## config.mk

```make
export PLATFORM = sky130hd
export DESIGN_NAME = input_conditioner
export DESIGN_NICKNAME = d
export VERILOG_FILES = /design/src/rtl/input_conditioner.sv
export SDC_FILE = /design/constraint.sdc
export NUM_CORES = 1
export LEC_CHECK = 0
export CAP_MARGIN = 30
export CORE_UTILIZATION = 30
export CTS_CLUSTER_DIAMETER = 40
export DETAILED_ROUTE_END_ITERATION = 10
export REMOVE_ABC_BUFFERS = 1
export SLEW_MARGIN = 20
export SYNTH_ARGS = -nofsm -noshare
export SYNTH_HDL_FRONTEND = slang
export SYNTH_SLANG_ARGS = --single-unit
```

## constraint.sdc

```tcl
create_clock -name clk -period 6.5 [get_ports clk]
set_clock_uncertainty 0.1 [all_clocks]
set_input_delay 1.3 -clock clk [delete_from_list [all_inputs] [get_ports clk]]
set_output_delay 1.3 -clock clk [all_outputs]
set_load 0.005 [all_outputs]
```

## src/rtl/input_conditioner.sv

```systemverilog
// Button synchronizer, per-bit debouncer, press detector and game tick.
// Ports: clk, rst (async high), btn_raw[3:0] -> btn_level, btn_press,
//   game_tick, tick_press. Bit order {up,down,left,right}.
module input_conditioner #(
  parameter int DB_COUNT = 500000,
  parameter int TICK_DIV = 2500000
) (
  input  logic       clk,
  input  logic       rst,
  input  logic [3:0] btn_raw,
  output logic [3:0] btn_level,
  output logic [3:0] btn_press,
  output logic       game_tick,
  output logic [3:0] tick_press
);

  localparam int DBW = $clog2(DB_COUNT);
  localparam int TW  = $clog2(TICK_DIV);
  localparam logic [DBW-1:0] DB_MAX = DBW'(DB_COUNT - 1);
  localparam logic [TW-1:0]  TK_MAX = TW'(TICK_DIV - 1);

  logic [3:0]     s1;
  logic [3:0]     s2;
  logic [DBW-1:0] db_cnt [4];
  logic [TW-1:0]  tick_cnt;
  logic [3:0]     pending;

  always_ff @(posedge clk or posedge rst) begin
    if (rst) begin
      s1 <= '0;
      s2 <= '0;
    end else begin
      s1 <= btn_raw;
      s2 <= s1;
    end
  end

  // Level flips on the DB_COUNT-th consecutive differing sample;
  // any agreeing sample restarts the count.
  always_ff @(posedge clk or posedge rst) begin
    if (rst) begin
      btn_level <= '0;
      btn_press <= '0;
      for (int i = 0; i < 4; i++)
        db_cnt[i] <= '0;
    end else begin
      for (int i = 0; i < 4; i++) begin
        btn_press[i] <= 1'b0;
        if (s2[i] == btn_level[i]) begin
          db_cnt[i] <= '0;
        end else if (db_cnt[i] == DB_MAX) begin
          btn_level[i] <= s2[i];
          btn_press[i] <= s2[i];
          db_cnt[i]    <= '0;
        end else begin
          db_cnt[i] <= db_cnt[i] + DBW'(1);
        end
      end
    end
  end

  always_ff @(posedge clk or posedge rst) begin
    if (rst) begin
      tick_cnt  <= '0;
      game_tick <= 1'b0;
    end else begin
      game_tick <= (tick_cnt == TK_MAX);
      if (tick_cnt == TK_MAX)
        tick_cnt <= '0;
      else
        tick_cnt <= tick_cnt + TW'(1);
    end
  end

  // A press landing on the tick cycle goes straight into tick_press
  // and is not kept pending for the next period.
  always_ff @(posedge clk or posedge rst) begin
    if (rst) begin
      pending    <= '0;
      tick_press <= '0;
    end else if (game_tick) begin
      tick_press <= pending | btn_press;
      pending    <= '0;
    end else begin
      pending <= pending | btn_press;
    end
  end

endmodule
```

==> out/summary.md <==
The run finished with clean final reports. The run gives 5340 um as the detailed-routed wire length on met2. The final setup slack of the worst path is 3.49 ns, and the layout-stage area growth over the synthesis result is 19.1%.

Across all register-to-register paths, the minimum setup slack is 4.06 ns. In the layout the commonest cells are dfrtp_1 (123), nor2_1 (94), xnor2_1 (47). The final net count was 586; the worst stage delay on the critical path was 0.61 ns.

Of the cells placed in the final design, the portion with a size suffix greater than 1 is 8.16%. The die is 139 um tall. The clock slew at the register clock pins of the worst setup and hold paths was 0.06 ns. The logs give 5.10 ns for the critical path data required time and 12.4% for the all-layer global routing usage.

The buffering stage count on the worst path with inverters included is 1, and the final critical-path required period is 3.01 ns. Using the TritonRoute via totals, the vias-per-cell ratio works out to 5.08. The logs give 54.3% for the fraction of the yosys area taken by sequential cells and 123 for the total number of clock tree sinks.

For this run, the number of Yosys warnings is 0. The signal on the critical path passes through clkdlybuf4s50_1. Once the floorplan was initialized, standard cells occupied 31.1% of the core. Post-CTS repair changed the size of 0 cells.

After detailed routing, the number of remaining DRC violations is 0. The tools report the total of max-cap violations as 0. The share of flip-flops with an asynchronous set or reset after synthesis is 100%. STA classifies the critical path endpoint as a primary output. The area of the multi-input gates came out at 2480 um^2. Along the worst path, the maximum fanout reaches 13.

Final number of max-transition violations: 0. The logs give 332 MHz for the highest clock rate and 785 for the post-placement cell count. Worst-margin pin slew: 0.849 ns. The run gives 0 as the count of inserted antenna diode cells. At the worst endpoint, the arrival time is 1.61 ns. The share of the clock period used by the worst path is 46.4%.

The detailed router finished its first iteration with 244 violations. Class of the most critical setup path: register to primary output. STA classifies the critical path startpoint as a register. The chip width came out at 139 um. The tree is rooted in a clkbuf_16. The tools report the sequential cell area as 3080 um^2. CTS buffer count: 17.

Setup repair after global routing left no endpoint under its margin. For this design, the slowest cell found on the critical path is dfrtp_1. For the standby leakage power, the log shows 0.00277 uW. The pre-antenna-repair detailed-routing pass consisted of 5 iterations. After floorplanning, the core was divided into 49 placement rows. The total power per unit cell area is 276 nW/um^2. The highest layer touched by signal routing is met4.

The logs give 0 for the number of buffers added for setup after CTS and 5670 um^2 for the area of the mapped netlist. The number of enable-type register cells in the synthesized netlist is 0. The run gives 19 as the top-level port count. The tools report the worst-case vdd ir drop as 179 uV.

The kind of cell with the highest combined delay along the critical path is flip-flops. The average wire length per cell after detail routing was 13.6 um; the length of routed met3 wiring was 441 um. Hold is met by 0.250 ns. The number of port buffers was 18. The wire length after detailed routing came out at 11100 um. The first global-routing pass estimated 19400 um of wire. The library cell used most frequently in the layout, excluding fill and tap cells, is dfrtp_1. The floorplan core area is 18200 um^2.

For the count of endpoints failing hold in the final timing report, the log shows 0. The number of hold buffers added after cts was 0; the number of fill cells was 1749. The non-filler instance count after layout was 817. Final total power: 1860 uW.

OpenSTA, run right after detailed placement, puts the worst setup slack at 3.24 ns. Adding up every negative setup slack in the final design gives 0 ns. For the count of distinct cell types in the synthesized netlist, the log shows 43.

For the final antenna-violating net count, the log shows 0. Number of global-route vias before repair: 4108. The min-delay analysis places its worst path in the category register to register.

The worst pin sits at a relative slew slack of 42.8%. Detailed placement ended at an HPWL of 7450 um. TritonCTS built the clock tree.

Counting flops and latches in the post-synthesis netlist gives 123. Mean cell area of the mapped netlist: 10.3 um^2. Maximum number of pins on one net before global-route repair: 68. For the number of standard cells after synthesis, the log shows 550.

The logs give 1 for the initial antenna violation count and 0.842 for the final weighted congestion of routability-driven global placement. The most common flop cell mapped by yosys is dfrtp_1. The clock latency at the later pin of the worst-skew pair is 0.42 ns, and the wire length on met1 is 5200 um. After global routing the overflow that remains totals 0.

The routed layout has 4153 vias. Setup violations remaining at the end of the flow were counted as 0. The tools report the die area as 19400 um^2. The maximum level of the CTS H-tree came out at 4. The run gives 2 as the largest buffer count on any clock path.
[layout make-up]
type                       count  area share [%]
clock buffer                  19            6.56
clock inverter                13            3.21
inverter                      14           0.816
multi-input combinational    399            36.7
sequential                   123            45.6
tap                          229            4.24
timing repair buffer          20            2.89
[metal layers]
| metal | up-vias | GRT usage [%] |
|---|---|---|
| met5 | - | 0 |
| met4 | 0 | 4.50 |
| met3 | 10 | 3.92 |
| met2 | 76 | 20.1 |
| met1 | 2067 | 15.3 |
| li1 | 2000 | - |
[logic make-up after synthesis]
| logic type | share of synthesized area, % |
|---|---|
| AND/OR/NAND/NOR | 25.2 |
| flip-flops | 54.3 |
| XOR/XNOR | 11.6 |
| AO/OA/AOI/OAI | 4.90 |
| buffers and inverters | 2.08 |
| adder cells (fa/ha/maj) | 1.10 |
| multiplexers | 0.795 |
[cells in the mapped netlist, drive strengths merged (3+ instances only)]
cell type  count  area share, %
nand3         37            3.3
xor2          28            4.3
inv           14           0.93
and4           8            1.2
xnor2         47            7.3
nand2         22            1.5
nor3b          3           0.40
o21ai          7           0.82
and3          12            1.3
buf            4           0.46
or4b           3           0.53
ha             5            1.1
o41ai          3           0.60
or4           10            1.4
clkbuf        10           0.68
a21oi         21            1.9
mux2           4           0.79
or3            9           0.99
dfrtp        123             54
nand4         36            4.0
nor4          14            1.5
o31ai          5           0.66
nor2          94            6.2
nor3          13            1.1
[report_power, final]
part / switching (uW) / internal [uW] / leakage, uW / total, uW
logic: 27.8 / 11.1 / 0.000786 / 38.9
clock network: 347 / 693 / 0.000310 / 1040
registers: 8.56 / 775 / 0.00168 / 783
[sequential cells by signal, summed over array words and instances (netlist names)]
register,count
db_cnt,76
tick_cnt,22
btn_level,4
btn_press,4
pending,4
s1,4
s2,4
tick_press,4
game_tick,1
[path summary, 6_finish.rpt]
kind                         endpoint  depth (start not counted)        from
min                             s2[3]                          0       s1[3]
max reg2reg                db_cnt[28]                          5  db_cnt[19]
max                         game_tick                          1   game_tick
max in group asynchronous  pending[2]                          3         rst
min reg2reg                     s2[3]                          0       s1[3]
min in group asynchronous  db_cnt[38]                          2         rst
[through the flow]
step                utilization (%)  instance area [um^2]
floorplan                         -                  5600
global placement               33.4                  6080
detailed placement             33.5                  6090
CTS                            37.1                  6750
global route                   37.1                  6750
finish                         37.1                  6750
(Power assumes the default switching activity.)
